<file path="config.mk">
export PLATFORM = sky130hd
export DESIGN_NAME = rx_frame_ctrl_flat
export DESIGN_NICKNAME = d
export VERILOG_FILES = /design/src/rtl/rx_ctrl_pkg.sv /design/src/rtl/rx_frame_ctrl_if.sv /design/src/rtl/rx_ctrl_fifo.sv /design/src/rtl/rx_frame_ctrl.sv /design/src/flat_wrapper.sv
export SDC_FILE = /design/constraint.sdc
export NUM_CORES = 1
export LEC_CHECK = 0
export BUFFER_PORTS_ARGS = -buffer_cell sky130_fd_sc_hd__buf_2
export CORE_MARGIN = 3
export CORE_UTILIZATION = 55
export DETAILED_ROUTE_END_ITERATION = 12
export HOLD_SLACK_MARGIN = 0.08
export PLACE_DENSITY = 0.78
export SYNTH_ARGS = -nofsm -noshare
export SYNTH_HDL_FRONTEND = slang
export SYNTH_HIERARCHICAL = 1
export SYNTH_SLANG_ARGS = --single-unit
</file>
<file path="constraint.sdc">
create_clock -name Clock -period 3.45 [get_ports Clock]
set_input_delay 0.5175 -clock Clock [delete_from_list [all_inputs] [get_ports Clock]]
set_output_delay 0.5175 -clock Clock [all_outputs]
set_load 0.03 [all_outputs]
</file>
<file path="src/rtl/rx_ctrl_pkg.sv">
// rx_ctrl_pkg: line FSM states, baud/parity encodings and queue entry type for rx_frame_ctrl
package rx_ctrl_pkg;
  typedef enum logic [1:0] {IDLE, ACTIVE, APPLY} lineState_t;
  localparam logic [1:0] BAUD_9600 = 2'b00;
  localparam logic [1:0] BAUD_19200 = 2'b01;
  localparam logic [1:0] BAUD_57600 = 2'b10;
  localparam logic [1:0] BAUD_115200 = 2'b11;
  localparam logic [1:0] PARITY_NONE = 2'b00;
  localparam logic [1:0] PARITY_ODD = 2'b01;
  localparam logic [1:0] PARITY_EVEN = 2'b10;
  typedef struct packed {
    logic err;
    logic [7:0] data;
  } rxEntry_t;
endpackage

</file>
<file path="src/rtl/rx_frame_ctrl_if.sv">
// rx_frame_ctrl_if: valid/ready frame stream from rx_frame_ctrl to its consumer
interface rx_frame_ctrl_if;
  logic OutValid;
  logic OutReady;
  logic [7:0] OutData;
  logic OutErr;
  modport master(output OutValid, OutData, OutErr, input OutReady);
  modport slave(input OutValid, OutData, OutErr, output OutReady);
endinterface

</file>
<file path="src/rtl/rx_ctrl_fifo.sv">
// rx_ctrl_fifo: first-word-fall-through frame queue with extra-bit full/empty pointers
module rx_ctrl_fifo
  import rx_ctrl_pkg::*;
#(
  parameter int DEPTH = 4
) (
  input  logic     Clock,
  input  logic     Reset,
  input  logic     push,
  input  logic     pop,
  input  rxEntry_t pushEntry,
  output logic     full,
  output logic     empty,
  output rxEntry_t head
);
  localparam int AW = $clog2(DEPTH);
  rxEntry_t mem [DEPTH];
  logic [AW:0] wrPtr, rdPtr;
  assign empty = wrPtr == rdPtr;
  assign full = wrPtr[AW] != rdPtr[AW] && wrPtr[AW-1:0] == rdPtr[AW-1:0];
  assign head = empty ? '0 : mem[rdPtr[AW-1:0]];
  always_ff @(posedge Clock)
    if (push) mem[wrPtr[AW-1:0]] <= pushEntry;
  always_ff @(posedge Clock or posedge Reset)
    if (Reset) begin
      wrPtr <= '0;
      rdPtr <= '0;
    end else begin
      wrPtr <= wrPtr + (AW+1)'(push);
      rdPtr <= rdPtr + (AW+1)'(pop);
    end
endmodule

</file>
<file path="src/rtl/rx_frame_ctrl.sv">
// rx_frame_ctrl: UART receive controller (idle-deferred config, frame queue, statistics)
// Define RXCTRL_ERR_DROP_EN to count but not queue errored frames.
module rx_frame_ctrl
  import rx_ctrl_pkg::*;
#(
  parameter int DEPTH = 4,
  parameter int ERR_CNT_W = 8,
  parameter int IDLE_CYCLES = 16,
  parameter logic [1:0] RST_BAUD = BAUD_9600,
  parameter logic [1:0] RST_PARITY = PARITY_NONE
) (
  input  logic                 Clock,
  input  logic                 Reset,
  input  logic                 RxLine,
  input  logic                 RxDone,
  input  logic                 RxError,
  input  logic [7:0]           RxData,
  output logic [1:0]           BaudRate,
  output logic [1:0]           ParityType,
  input  logic                 CfgWrite,
  input  logic [1:0]           CfgBaud,
  input  logic [1:0]           CfgParity,
  output logic                 CfgBusy,
  rx_frame_ctrl_if.master      outIf,
  input  logic                 ClearStatus,
  output logic [ERR_CNT_W-1:0] ErrCount,
  output logic                 Overrun
);
  localparam int RUN_W = $clog2(IDLE_CYCLES + 1);
  lineState_t state, nextState;
  logic [RUN_W-1:0] runCnt;
  logic [1:0] pendBaud, pendParity;
  logic doneQ, capture, pushReq, push, pop, full, empty, errEv, applyCfg, lineQuiet;
  rxEntry_t head, pushEntry;
  always_ff @(posedge Clock or posedge Reset)
    if (Reset) state <= IDLE;
    else state <= nextState;
  assign lineQuiet = RxLine && runCnt == RUN_W'(IDLE_CYCLES - 1);
  always_comb
    nextState = state == IDLE   ? (!RxLine ? ACTIVE : CfgBusy ? APPLY : IDLE) :
                state == ACTIVE ? (lineQuiet ? IDLE : ACTIVE) : IDLE;
  always_comb applyCfg = state == APPLY;
  // run counter only advances while ACTIVE, so it is zero on every ACTIVE entry
  always_ff @(posedge Clock or posedge Reset)
    if (Reset) runCnt <= '0;
    else runCnt <= (state == ACTIVE && RxLine && !lineQuiet) ? runCnt + RUN_W'(1) : '0;
  always_ff @(posedge Clock or posedge Reset)
    if (Reset) begin
      pendBaud <= RST_BAUD;
      pendParity <= RST_PARITY;
      BaudRate <= RST_BAUD;
      ParityType <= RST_PARITY;
      CfgBusy <= 1'b0;
    end else begin
      if (CfgWrite) begin
        pendBaud <= CfgBaud;
        pendParity <= CfgParity;
      end
      if (applyCfg) begin
        BaudRate <= pendBaud;
        ParityType <= pendParity;
      end
      CfgBusy <= CfgWrite || (CfgBusy && !applyCfg);
    end
  assign capture = RxDone && !doneQ;
  assign errEv = capture && RxError;
`ifdef RXCTRL_ERR_DROP_EN
  assign pushReq = capture && !RxError;
  assign outIf.OutErr = 1'b0;
`else
  assign pushReq = capture;
  assign outIf.OutErr = head.err;
`endif
  assign pop = outIf.OutValid && outIf.OutReady;
  assign push = pushReq && (!full || pop);
  assign pushEntry = '{err: RxError, data: RxData};
  assign outIf.OutValid = !empty;
  assign outIf.OutData = head.data;
  // doneQ resets high so a level already present at reset exit is not an event
  always_ff @(posedge Clock or posedge Reset)
    if (Reset) begin
      doneQ <= 1'b1;
      Overrun <= 1'b0;
      ErrCount <= '0;
    end else begin
      doneQ <= RxDone;
      Overrun <= (pushReq && full && !pop) || (Overrun && !ClearStatus);
      ErrCount <= ClearStatus ? ERR_CNT_W'(errEv) : ErrCount + ERR_CNT_W'(errEv && !(&ErrCount));
    end
  rx_ctrl_fifo #(.DEPTH(DEPTH)) fifo (
    .Clock(Clock),
    .Reset(Reset),
    .push(push),
    .pop(pop),
    .pushEntry(pushEntry),
    .full(full),
    .empty(empty),
    .head(head)
  );
endmodule
</file>
<file path="src/flat_wrapper.sv">
// flat-port wrapper written by rule: the top's interface ports become plain ports
module rx_frame_ctrl_flat import rx_ctrl_pkg::*;
#(
  parameter int DEPTH = 4,
  parameter int ERR_CNT_W = 8,
  parameter int IDLE_CYCLES = 16,
  parameter logic [1:0] RST_BAUD = BAUD_9600,
  parameter logic [1:0] RST_PARITY = PARITY_NONE
)
  (Clock, Reset, RxLine, RxDone, RxError, RxData, BaudRate, ParityType, CfgWrite, CfgBaud, CfgParity, CfgBusy, ClearStatus, ErrCount, Overrun, outIf_OutValid, outIf_OutData, outIf_OutErr, outIf_OutReady);
  rx_frame_ctrl_if outIf_i ();
  input  logic Clock;
  input  logic Reset;
  input  logic RxLine;
  input  logic RxDone;
  input  logic RxError;
  input  logic [7:0] RxData;
  output logic [1:0] BaudRate;
  output logic [1:0] ParityType;
  input  logic CfgWrite;
  input  logic [1:0] CfgBaud;
  input  logic [1:0] CfgParity;
  output logic CfgBusy;
  input  logic ClearStatus;
  output logic [ERR_CNT_W-1:0] ErrCount;
  output logic Overrun;
  output wire logic [$bits(outIf_i.OutValid)-1:0] outIf_OutValid;
  output wire logic [$bits(outIf_i.OutData)-1:0] outIf_OutData;
  output wire logic [$bits(outIf_i.OutErr)-1:0] outIf_OutErr;
  input wire logic [$bits(outIf_i.OutReady)-1:0] outIf_OutReady;
  assign outIf_OutValid = outIf_i.OutValid;
  assign outIf_OutData = outIf_i.OutData;
  assign outIf_OutErr = outIf_i.OutErr;
  assign outIf_i.OutReady = outIf_OutReady;
  rx_frame_ctrl #(.DEPTH(DEPTH), .ERR_CNT_W(ERR_CNT_W), .IDLE_CYCLES(IDLE_CYCLES), .RST_BAUD(RST_BAUD), .RST_PARITY(RST_PARITY)) u_core (.Clock(Clock), .Reset(Reset), .RxLine(RxLine), .RxDone(RxDone), .RxError(RxError), .RxData(RxData), .BaudRate(BaudRate), .ParityType(ParityType), .CfgWrite(CfgWrite), .CfgBaud(CfgBaud), .CfgParity(CfgParity), .CfgBusy(CfgBusy), .outIf(outIf_i), .ClearStatus(ClearStatus), .ErrCount(ErrCount), .Overrun(Overrun));
endmodule
</file>
==> metrics.md, run 1 <==
| Metric | Value |
|---|---|
| Status | finished clean |
| Clock transition at path regs | around 0.070 ns |
| CTS tree | built |
| Final Cell Area | 3340 µm² |
| Crit start category | flop |
| Cell Area, Synth | around 2800 µm² |
| Avg Inst Size Synth | 16.1 µm² |
| Final antenna-violating net count | 0 |
| CP Launch Point | u_core/fifo/rdPtr[2] |
| Most common cell after layout, fill and taps aside | buf_2 |
| Clk_lat worst skew | 0.34 ns |
| Layout cells sized above 1 | 0.359 |
| Setup tns final | 0 ns |
| Vias per inst | 5.37 |
| Hold_sp | RxDone |
| WL per Instance | around 17 µm |
| Worst EP arrival | approximately 2.6 ns |
| Final Hold Viols | 0 |
| Int Pwr | 1.80 mW |
| Std cell rows | 25 |
| Top Ports | 44 |
| NumNets Final | 257 |
| Worst R2R Start | u_core/fifo/rdPtr[2] |
| Leading cell types in the layout, fill and taps excluded | buf_2 (43), edfxtp_1 (36), dfrtp_1 (31) |
| Register area | ~1900 µm² |
| Post-DP HPWL | between 3000 and 4000 µm |
| Yosys reg bits | 68 |
| Seq/Total Area, Yosys | 0.672 |
| Crit Path Class | flop to flop |
| Syn Inst Count | 174 |
| ANT cells | 0 |
| Headroom to the max-slew limit | 0.346 |
| Yosys warnings | 6 |
| Final Setup Violations | 0 |
| H-tree Lvls | 3 |
| Power Density | between 800 and 900 nW/µm² |
| Non-filler cells, final | 301 |
| Final period utilization | 0.755 |
| Initial antenna violation count | 0 |
| Clock Tree Root | clkbuf_8 |
| Setup Fix Bufs, Post-CTS | 0 |
| Sequential power share | 0.382 |
| RSZ-0062 raised after global routing | false |
| First-pass iteration count of the detailed router | 4 |
| Clk pwr share | 0.280 |
| Achievable frequency | 0.384 GHz |
| Multi-input logic area | 846 µm² |
| Yosys cell types | 33 |
| Clk buf depth | 2 |
| Peak supply drop | 0.386 mV |
| Slew @ Worst Pin | 0.980 ns |
| First-pass GRT wire length | around 8700 µm |
| Critical Path RT | 3.41 ns |
| Vias | 1,617 |
| Sw frac | 0.343 |
| Max-cap violations | 0 |
| Combinational fraction of design power | 0.337 |
| Routed wire length | 5050 µm |
| Core ar. | a little under 5000 µm² |
| Pleak | between 1 and 1.5 nW |
| Dpl cell area | 3100 µm² |
| Largest fanout on the critical path | 10 |
| Die area | 5990 µm² |
| Aggregate global routing overflow | 0 |
| Resized cells post-CTS | 0 |
| Switching pwr | around 0.94 mW |
| Total power | 2.74 mW |
| Cts bufs inserted | 9 |
| Die height | 77.4 µm |
| Flop2flop setup slack | ~0.84 ns |
| Final slew viol count | 0 |
| Final min period | 2.61 ns |
| Crit end category | flop |
| Vias in the first global route | 1,677 |
| Post-layout util | 0.694 |
| Mapped Nets | 202 |
| Starting Density | 0.582 |
| # clock sinks | 68 |
| All-layer global routing usage | 0.193 |
| Placed Instances | 284 |
| Placer Congestion | 0.727 |
| Die W | roughly 77 µm |
| Port Buffer Count | 43 |
| Largest net degree at the start of global routing | 27 |
| DRC errors left | 0 |
| Worst hold path type | input pin to flop |
| Final Skew | 0.00828 ns |
| Syn-to-layout area delta | 19.4% |
| Iteration-0 DRC count of the detailed router | 113 |
| Hold Buf Count CTS | 1 |
| Filler Cell Count | 357 |
[sequential cells by signal (all words and copies together) (netlist names), 2 cells and up]
| name | count |
|---|---|
| u_core/fifo/mem | 36 |
| u_core/ErrCount | 8 |
| u_core/runCnt | 5 |
| u_core/fifo/rdPtr | 3 |
| u_core/fifo/wrPtr | 3 |
| u_core/BaudRate | 2 |
| u_core/ParityType | 2 |
| u_core/pendBaud | 2 |
| u_core/pendParity | 2 |
| u_core/state | 2 |
[final timing paths]
kind,endpoint,depth (start not counted)
max,u_core/fifo/mem[2][1],7
min,u_core/doneQ,1
max reg2reg,u_core/fifo/mem[2][1],7
min reg2reg,u_core/runCnt[0],1
max in group asynchronous,u_core/ErrCount[0],3
min in group asynchronous,u_core/fifo/rdPtr[1],3
[through the flow]
step,setup WS [ns],hold WS [ns]
floorplan,0.810,0.308
global placement,1.07,0.447
detailed placement,0.857,0.448
CTS,0.845,0.276
global route,0.627,0.271
finish,0.845,0.292
[power by group through the flow]
stage	logic [mW]	clock network [mW]	registers, mW
2_1_floorplan	0.729	0	1.04
3_3_place_gp	0.905	0	1.06
3_5_place_dp	0.927	0	1.07
4_1_cts	0.933	0.783	1.05
5_1_grt	1.01	0.827	1.06
6_report	0.923	0.767	1.05
[layout make-up]
class	instances	area share
sequential	68	0.563
clock inverter	7	0.0344
timing repair buffer	49	0.0786
tap	67	0.0251
inverter	8	0.00898
multi-input combinational	93	0.253
clock buffer	9	0.0370
[Yosys cell counts]
cell type | number | share of area
edfxtp_1 | 36 | 0.39
dfrtp_1 | 31 | 0.28
mux4_2 | 9 | 0.072
nor2_1 | 9 | 0.012
o31a_1 | 9 | 0.028
ha_1 | 8 | 0.036
inv_1 | 8 | 0.011
mux2_2 | 8 | 0.032
xor2_1 | 7 | 0.022
nand3_1 | 5 | 0.0089
o21ai_0 | 5 | 0.0089
a21oi_1 | 4 | 0.0071
buf_6 | 3 | 0.012
nand2_1 | 3 | 0.0040
nand2b_1 | 3 | 0.0067
or3_1 | 3 | 0.0067
xnor2_1 | 3 | 0.0094
and3_1 | 2 | 0.0045
nand4_1 | 2 | 0.0045
nor2b_1 | 2 | 0.0045
nor3_1 | 2 | 0.0036
a21boi_0 | 1 | 0.0027
a21o_1 | 1 | 0.0027
and3b_1 | 1 | 0.0031
buf_2 | 1 | 0.0018
clkbuf_1 | 1 | 0.0013
dfstp_2 | 1 | 0.0094
nand3_2 | 1 | 0.0036
nor3b_1 | 1 | 0.0027
nor4bb_1 | 1 | 0.0036
o211a_1 | 1 | 0.0036
or3b_2 | 1 | 0.0031
xor2_2 | 1 | 0.0058
[metal layers]
layer  up-vias  wire length (µm)  track usage
li1        759                 -            -
met1       803              2290        0.262
met2        49              2360        0.289
met3         6               340       0.0789
met4         0                58       0.0587
met5         -                 0            0
[cell families after synthesis]
logic type | Yosys count | share of synthesized area
adder cells (fa/ha/maj) | 8 | 0.0357
multiplexers | 17 | 0.105
AO/OA/AOI/OAI | 21 | 0.0532
flip-flops | 68 | 0.672
AND/OR/NAND/NOR | 36 | 0.0715
buffers and inverters | 13 | 0.0259
XOR/XNOR | 11 | 0.0371
[critical path: stages (launching register included)]
cell	delay [ns]
dfrtp_1	0.45
xor2_2	0.43
nor3_1	0.16
nand2b_1	0.20
a21boi_0	0.19
buf_4	0.15
nand2_1	0.05
nor2_1	0.60
(Power assumes the default switching activity.)
==> inputs of run 2 (changes only) <==
--- a/config.mk
+++ b/config.mk
@@ -5,9 +5,10 @@
 export SDC_FILE = /design/constraint.sdc
 export NUM_CORES = 1
 export LEC_CHECK = 0
+export ABC_AREA = 1
 export BUFFER_PORTS_ARGS = -buffer_cell sky130_fd_sc_hd__buf_2
 export CORE_MARGIN = 3
-export CORE_UTILIZATION = 55
+export CORE_UTILIZATION = 56
 export DETAILED_ROUTE_END_ITERATION = 12
 export HOLD_SLACK_MARGIN = 0.08
 export PLACE_DENSITY = 0.78
==> constraint.sdc (replaced) <==
create_clock -name Clock -period 2.65 [get_ports Clock]
set_input_delay 0.3975 -clock Clock [delete_from_list [all_inputs] [get_ports Clock]]
set_output_delay 0.3975 -clock Clock [all_outputs]
set_load 0.03 [all_outputs]
==> run 2 against run 1 <==
Fmax grew 13%. Power grew 31%. Critical endpoint unchanged. Die area grew 7.3%. Largest cell class unchanged. Critical path type unchanged. Non-clock buffer count grew 3. Final area grew 7.4%.
==> metrics.md, run 2 <==
| Metric | Value |
|---|---|
| Avg Inst Size Synth | 9.53 µm² |
| Final Skew | 0.00976 ns |
| Flop2flop setup slack | about 0.33 ns |
| Pleak | around 1.9 nW |
| Largest fanout on the critical path | 19 |
| Cts bufs inserted | 9 |
| Final antenna-violating net count | 0 |
| Die W | 80.1 µm |
| Worst R2R Start | u_core/fifo/rdPtr[0] |
| Filler Cell Count | 408 |
| Max-cap violations | 0 |
| Peak supply drop | 0.725 mV |
| Yosys reg bits | 68 |
| CP endpoint | u_core/fifo/mem[2][1] |
| Vias in the first global route | about 2,100 |
| Iteration-0 DRC count of the detailed router | 186 |
| WL per Instance | 12.1 µm |
| Synth Area in Compound Gates | 0.0358 |
| Status | finished clean |
| Crit Path Class | flop to flop |
| Sw frac | 0.392 |
| Synth Area in Simple Gates | 0.201 |
| Sequential power share | 0.393 |
| Die area | roughly 6400 µm² |
| Setup Fix Bufs, Post-CTS | 0 |
| Cell Area, Synth | 3080 µm² |
| Post-DP HPWL | 4090 µm |
| Std cell rows | 26 |
| Power Density | approximately 1000 nW/µm² |
| Clock Tree Root | clkbuf_8 |
| Largest cells by area after synthesis | edfxtp_1 (35%), dfrtp_1 (25%), nand2_1 (11%) |
| Final slew viol count | 0 |
| All-layer global routing usage | 0.191 |
| Largest family of logic cells by synthesized area | simple AND/OR/NAND/NOR gates |
| Final Setup Violations | 0 |
| Clk pwr share | 0.231 |
| Non-filler cells, final | 456 |
| Clk buf depth | 2 |
| Slew @ Worst Pin | 0.948 ns |
| Clk_lat worst skew | between 0.3 and 0.4 ns |
| Switching pwr | 1.41 mW |
| Critical Path RT | 2.70 ns |
| Adder-Cell Fraction of Synth Area | 0.0325 |
| Routed wire length | 5540 µm |
| Share of the synthesized area in the top cell type | 0.351 |
| Worst hold path type | input pin to flop |
| Syn-to-layout area delta | 16.7% |
| RSZ-0062 raised after global routing | false |
| Vias per inst | 4.80 |
| Clock transition at path regs | 0.06 ns |
| CTS tree | built |
| Crit start category | flop |
| Final Hold Viols | 0 |
| Cell taking the most area after synthesis | edfxtp_1 |
| Layout cells sized above 1 | 0.202 |
| Int Pwr | 2.19 mW |
| Crit end category | flop |
| Syn Inst Count | 323 |
| Worst EP arrival | 2.36 ns |
| XOR/XNOR Fraction of Synth Area | 0.00854 |
| Combinational fraction of design power | 0.376 |
| Reg-to-Reg End | u_core/fifo/mem[2][1] |
| Primary FF master, synth | edfxtp_1 |
| Post-synth EDFFs | 36 |
| Count leader, synth | nand2_1 |
| Most common cell after layout, fill and taps aside | nand2_1 |
| Aggregate global routing overflow | 0 |
| Leading cell types in the layout, fill and taps excluded | nand2_1 (89), inv_1 (72), buf_2 (43) |
| # clock sinks | 68 |
| First-pass GRT wire length | 9220 µm |
| Achievable frequency | 0.432 GHz |
| Seq/Total Area, Yosys | 0.612 |
| Reg2Reg Depth | 11 |
| Commonest cells in the netlist | nand2_1 (89), inv_1 (72), edfxtp_1 (36) |
| Final period utilization | 0.874 |
| ANT cells | 0 |
| NumNets Final | 409 |
| Placer Congestion | 0.805 |
| Port Buffer Count | 43 |
| Core ar. | 5200 µm² |
| Headroom to the max-slew limit | 0.367 |
| Top Ports | 44 |
| Total power | 3.60 mW |
| Mux share of post-synthesis cell area | 0 |
| Die height | 80.1 µm |
| Initial antenna violation count | 0 |
| Placed Instances | 439 |
| Largest net degree at the start of global routing | 27 |
| Setup tns final | 0 ns |
| Vias | 2,187 |
| DRC errors left | 0 |
| First-pass iteration count of the detailed router | 4 |
| Yosys warnings | 6 |
| Number of flip-flops in the largest register | 36 |
| H-tree Lvls | 3 |
| Final min period | between 2 and 2.5 ns |
| Mapped Nets | 351 |
| Starting Density | 0.591 |
| CP Launch Point | u_core/fifo/rdPtr[0] |
| Yosys cell types | 23 |
| Async set or reset register ratio after synthesis | 0.471 |
## run 2: how the worst min path moves through the flow
stage / from / end / slack [ns] / cells past startpoint
after CTS: RxDone / u_core/doneQ / 0.16 / 1
after detailed placement: Reset / u_core/fifo/wrPtr[1] / 0.33 / 2
after floorplan: Reset / u_core/fifo/rdPtr[0] / 0.19 / 1
after global routing: RxDone / u_core/doneQ / 0.16 / 1
final: RxDone / u_core/doneQ / 0.17 / 1
after global placement: Reset / u_core/fifo/wrPtr[1] / 0.33 / 2
## run 2: what timing repair did
action / in CTS / in global routing
setup endpoints to repair: 0 / 12
endpoints found under the hold margin: 6 / 0
gates resized for setup: 0 / 1
hold buffers: 1 / 0
## run 2: power groups by stage
stage	Combinational, mW	Sequential (mW)	Clock (mW)
final	1.35	1.41	0.831
after global routing	1.51	1.43	0.896
after CTS	1.37	1.41	0.853
after detailed placement	1.36	1.43	0
after global placement	1.33	1.42	0
after floorplan	1.00	1.47	0
## run 2: critical path: stages, from the launching register on
cell      delay, ns
dfrtp_2        0.48
inv_2          0.19
nand2_1        0.12
nand2_2        0.08
nand3_4        0.12
inv_1          0.05
inv_1          0.06
nand2_1        0.08
a21boi_0       0.25
inv_1          0.12
nor3_1         0.25
buf_4          0.22
## run 2: per-stage QoR
stage	setup slack, ns	util	hold WS (ns)	cell area (µm²)
2_1_floorplan	0.0895	-	0.188	3080
3_3_place_gp	0.309	0.650	0.335	3380
3_5_place_dp	0.234	0.650	0.330	3380
4_1_cts	0.228	0.690	0.158	3590
5_1_grt	0.147	0.690	0.163	3590
6_report	0.334	0.690	0.174	3590
## run 2: cell families after synthesis
group,count (synthesis)
adder cells (fa/ha/maj),8
flip-flops,68
buffers and inverters,80
AND/OR/NAND/NOR,143
XOR/XNOR,3
AO/OA/AOI/OAI,21
## run 2: per-layer routing
| metal | track usage | routed length, µm | up-vias |
|---|---|---|---|
| met3 | 0.0460 | 291 | 13 |
| li1 | - | - | 1111 |
| met5 | 0 | 0 | - |
| met4 | 0.0828 | 112 | 0 |
| met2 | 0.315 | 2670 | 69 |
| met1 | 0.240 | 2460 | 994 |
## run 2: layout make-up
| class | count | area (µm²) | share of cell area |
|---|---|---|---|
| flip-flops and latches | 68 | 1880 | 0.525 |
| multi-input cells | 175 | 856 | 0.238 |
| repair buffers | 52 | 285 | 0.0794 |
| inverters | 75 | 282 | 0.0784 |
| clock buffers | 14 | 163 | 0.0453 |
| well taps | 70 | 87.6 | 0.0244 |
| clock inverters | 2 | 33.8 | 0.00941 |
==> inputs of run 3 (changes only) <==
--- a/config.mk
+++ b/config.mk
@@ -11,7 +11,8 @@
 export CORE_UTILIZATION = 56
 export DETAILED_ROUTE_END_ITERATION = 12
 export HOLD_SLACK_MARGIN = 0.08
-export PLACE_DENSITY = 0.78
+export PLACE_DENSITY_LB_ADDON = 0.3
+export REMOVE_ABC_BUFFERS = 1
 export SYNTH_ARGS = -nofsm -noshare
 export SYNTH_HDL_FRONTEND = slang
 export SYNTH_HIERARCHICAL = 1
==> run 3 against run 2 <==
Clock power fell by 0.7%. Sequential share of layout area down 0.055 points. First-iteration DRC count is 25% lower. Critical endpoint is now u_core/fifo/mem[3][7]. Critical path type unchanged. Power increased by 0.17%. Critical path depth stayed put.
==> metrics.md, run 3 (synthesis gave the netlist of run 2 again) <==
| Metric | Value |
|---|---|
| Status | finished clean |
| Crit start category | flop |
| Final Hold Viols | 0 |
| Post-DP HPWL | approximately 4200 µm |
| Final Skew | ~0.0077 ns |
| Vias in the first global route | between 2,000 and 2,500 |
| Dpl cell area | 3390 µm² |
| Worst EP arrival | 2.43 ns |
| All-layer global routing usage | 0.201 |
| Aggregate global routing overflow | 0 |
| Vias per inst | roughly 4.8 |
| Critical-path cell list | inv_2 > nand2_1 > nand2_2 > nand3_4 > inv_1 > inv_1 > nand2_1 > a21boi_0 > inv_1 > nor3_1 > buf_4 |
| Leading cell types in the layout, fill and taps excluded | nand2_1 (89), inv_1 (72), buf_2 (43) |
| DRC errors left | 0 |
| Final Cell Area | 3590 µm² |
| Filler Cell Count | 413 |
| Cts bufs inserted | 9 |
| Routed wire length | 5770 µm |
| CTS tree | built |
| RSZ-0062 raised after global routing | false |
| Flop2flop setup slack | 0.28 ns |
| Met2 usage | 0.325 |
| Final min period | 2.37 ns |
| ANT cells | 0 |
| Final period utilization | 0.895 |
| NumNets Final | 410 |
| Vias | 2,189 |
| Headroom to the max-slew limit | 0.363 |
| Clk buf depth | 2 |
| WL per Instance | 12.6 µm |
| First-pass GRT wire length | approximately 9600 µm |
| Setup ws final | 0.277 ns |
| Critical path's slowest cell | dfrtp_2 |
| Die area | 6420 µm² |
| Syn-to-layout area delta | 16.8% |
| Largest net degree at the start of global routing | 27 |
| Achievable frequency | 0.421 GHz |
| Worst R2R Start | u_core/fifo/rdPtr[0] |
| Power Density | 1000 nW/µm² |
| GR Layer Usage met1 | 0.251 |
| Largest fanout on the critical path | 19 |
| Final Setup Violations | 0 |
| Grt peak-use layer | met2 |
| Critical Path RT | 2.71 ns |
| Starting Density | 0.591 |
| First-pass iteration count of the detailed router | 5 |
| Met3 GRT Util | 0.0370 |
| Clock Tree Root | clkbuf_8 |
| Max-cap violations | 0 |
| Slew @ Worst Pin | 0.954 ns |
| Number of flip-flops in the largest register | 36 |
| Top Family by Delay on Critical Path | simple AND/OR/NAND/NOR gates |
| Most common cell after layout, fill and taps aside | nand2_1 |
| Reg2Reg Depth | 11 |
| Total power | 3.60 mW |
| Layout cells sized above 1 | 0.209 |
| Final antenna-violating net count | 0 |
| Placer Congestion | ~0.91 |
| Pleak | ~1.9 nW |
| Hold_sp | RxDone |
| Crit Path Class | flop to flop |
| Setup Fix Bufs, Post-CTS | 0 |
| Die height | 80.1 µm |
| Peak supply drop | 0.737 mV |
| Clk_lat worst skew | 0.34 ns |
| Top Ports | 44 |
| Core ar. | 5200 µm² |
| Buf/Inv on CP | 5 |
| Port Buffer Count | 43 |
| Final slew viol count | 0 |
| Reg-to-Reg End | u_core/fifo/mem[3][7] |
| CP dominant cell by count | inv_1 |
| Hold Path End | u_core/doneQ |
| # clock sinks | 68 |
| Min-Delay Path Depth | 1 |
| Die W | 80.1 µm |
| Initial antenna violation count | 0 |
| Std cell rows | 26 |
| Max stage delay on crit path | 0.49 ns |
| Clock transition at path regs | 0.07 ns |
| Crit end category | flop |
| H-tree Lvls | 3 |
| Worst hold path type | input pin to flop |
| Place WS | 0.174 ns |
| Iteration-0 DRC count of the detailed router | 140 |
==> run 3: cell count changes in the layout (fill, tap and decap cells not counted) <==
cell,before,now
clkbuf_1,3,1
clkinv_2,0,2
buf_4,8,9
clkinvlp_4,0,1
clkbuf_8,11,10
==> run 3: metrics by stage <==
stage	util	hold slack (ns)	TNS [ns]	instances
CTS	0.690	0.149	0	457
finish	0.691	0.161	0	457
detailed placement	0.651	0.336	0	440
global route	0.691	0.158	0	457
global placement	0.651	0.341	0	440
floorplan	-	0.188	-8.62	318
==> run 3: layer usage <==
| layer | share of wire | up-vias |
|---|---|---|
| met5 | 0 | - |
| met4 | 0.031 | 0 |
| met3 | 0.042 | 16 |
| met2 | 0.48 | 66 |
| met1 | 0.44 | 991 |
| li1 | - | 1116 |
==> run 3: worst max path at each step <==
stage,from,to,cells past startpoint
after floorplan,u_core/fifo/rdPtr[0],u_core/fifo/mem[0][0],10
after global placement,u_core/fifo/rdPtr[0],u_core/fifo/mem[3][1],11
after detailed placement,u_core/fifo/rdPtr[0],u_core/fifo/mem[3][2],11
after CTS,u_core/fifo/rdPtr[0],u_core/fifo/mem[3][1],11
after global routing,u_core/fifo/rdPtr[0],u_core/fifo/mem[3][7],11
final,u_core/fifo/rdPtr[0],u_core/fifo/mem[3][7],11
==> run 3: final cells by class <==
| class | count | area, µm² | area share |
|---|---|---|---|
| multi-input combinational | 175 | 856 | 0.238 |
| tap | 70 | 87.6 | 0.0244 |
| clock inverter | 5 | 51.3 | 0.0143 |
| clock buffer | 11 | 141 | 0.0393 |
| sequential | 68 | 1880 | 0.524 |
| inverter | 75 | 282 | 0.0783 |
| timing repair buffer | 53 | 293 | 0.0814 |
==> run 3: worst register-to-register path, stage by stage (launching register included) <==
cell	delay (ns)
dfrtp_2	0.49
inv_2	0.19
nand2_1	0.12
nand2_2	0.07
nand3_4	0.13
inv_1	0.06
inv_1	0.07
nand2_1	0.07
a21boi_0	0.25
inv_1	0.13
nor3_1	0.29
buf_4	0.22
==> run 3: what timing repair did <==
item	4_1_cts	5_1_grt
endpoints found under the setup margin	0	36
hold endpoints to repair	6	0
gates resized for setup	0	1
hold buffers	1	0
==> run 3: report_power, final <==
group          switching, mW  internal [mW]
logic                  0.941          0.416
clock network          0.371          0.454
registers              0.130           1.29
total                   1.44           2.16
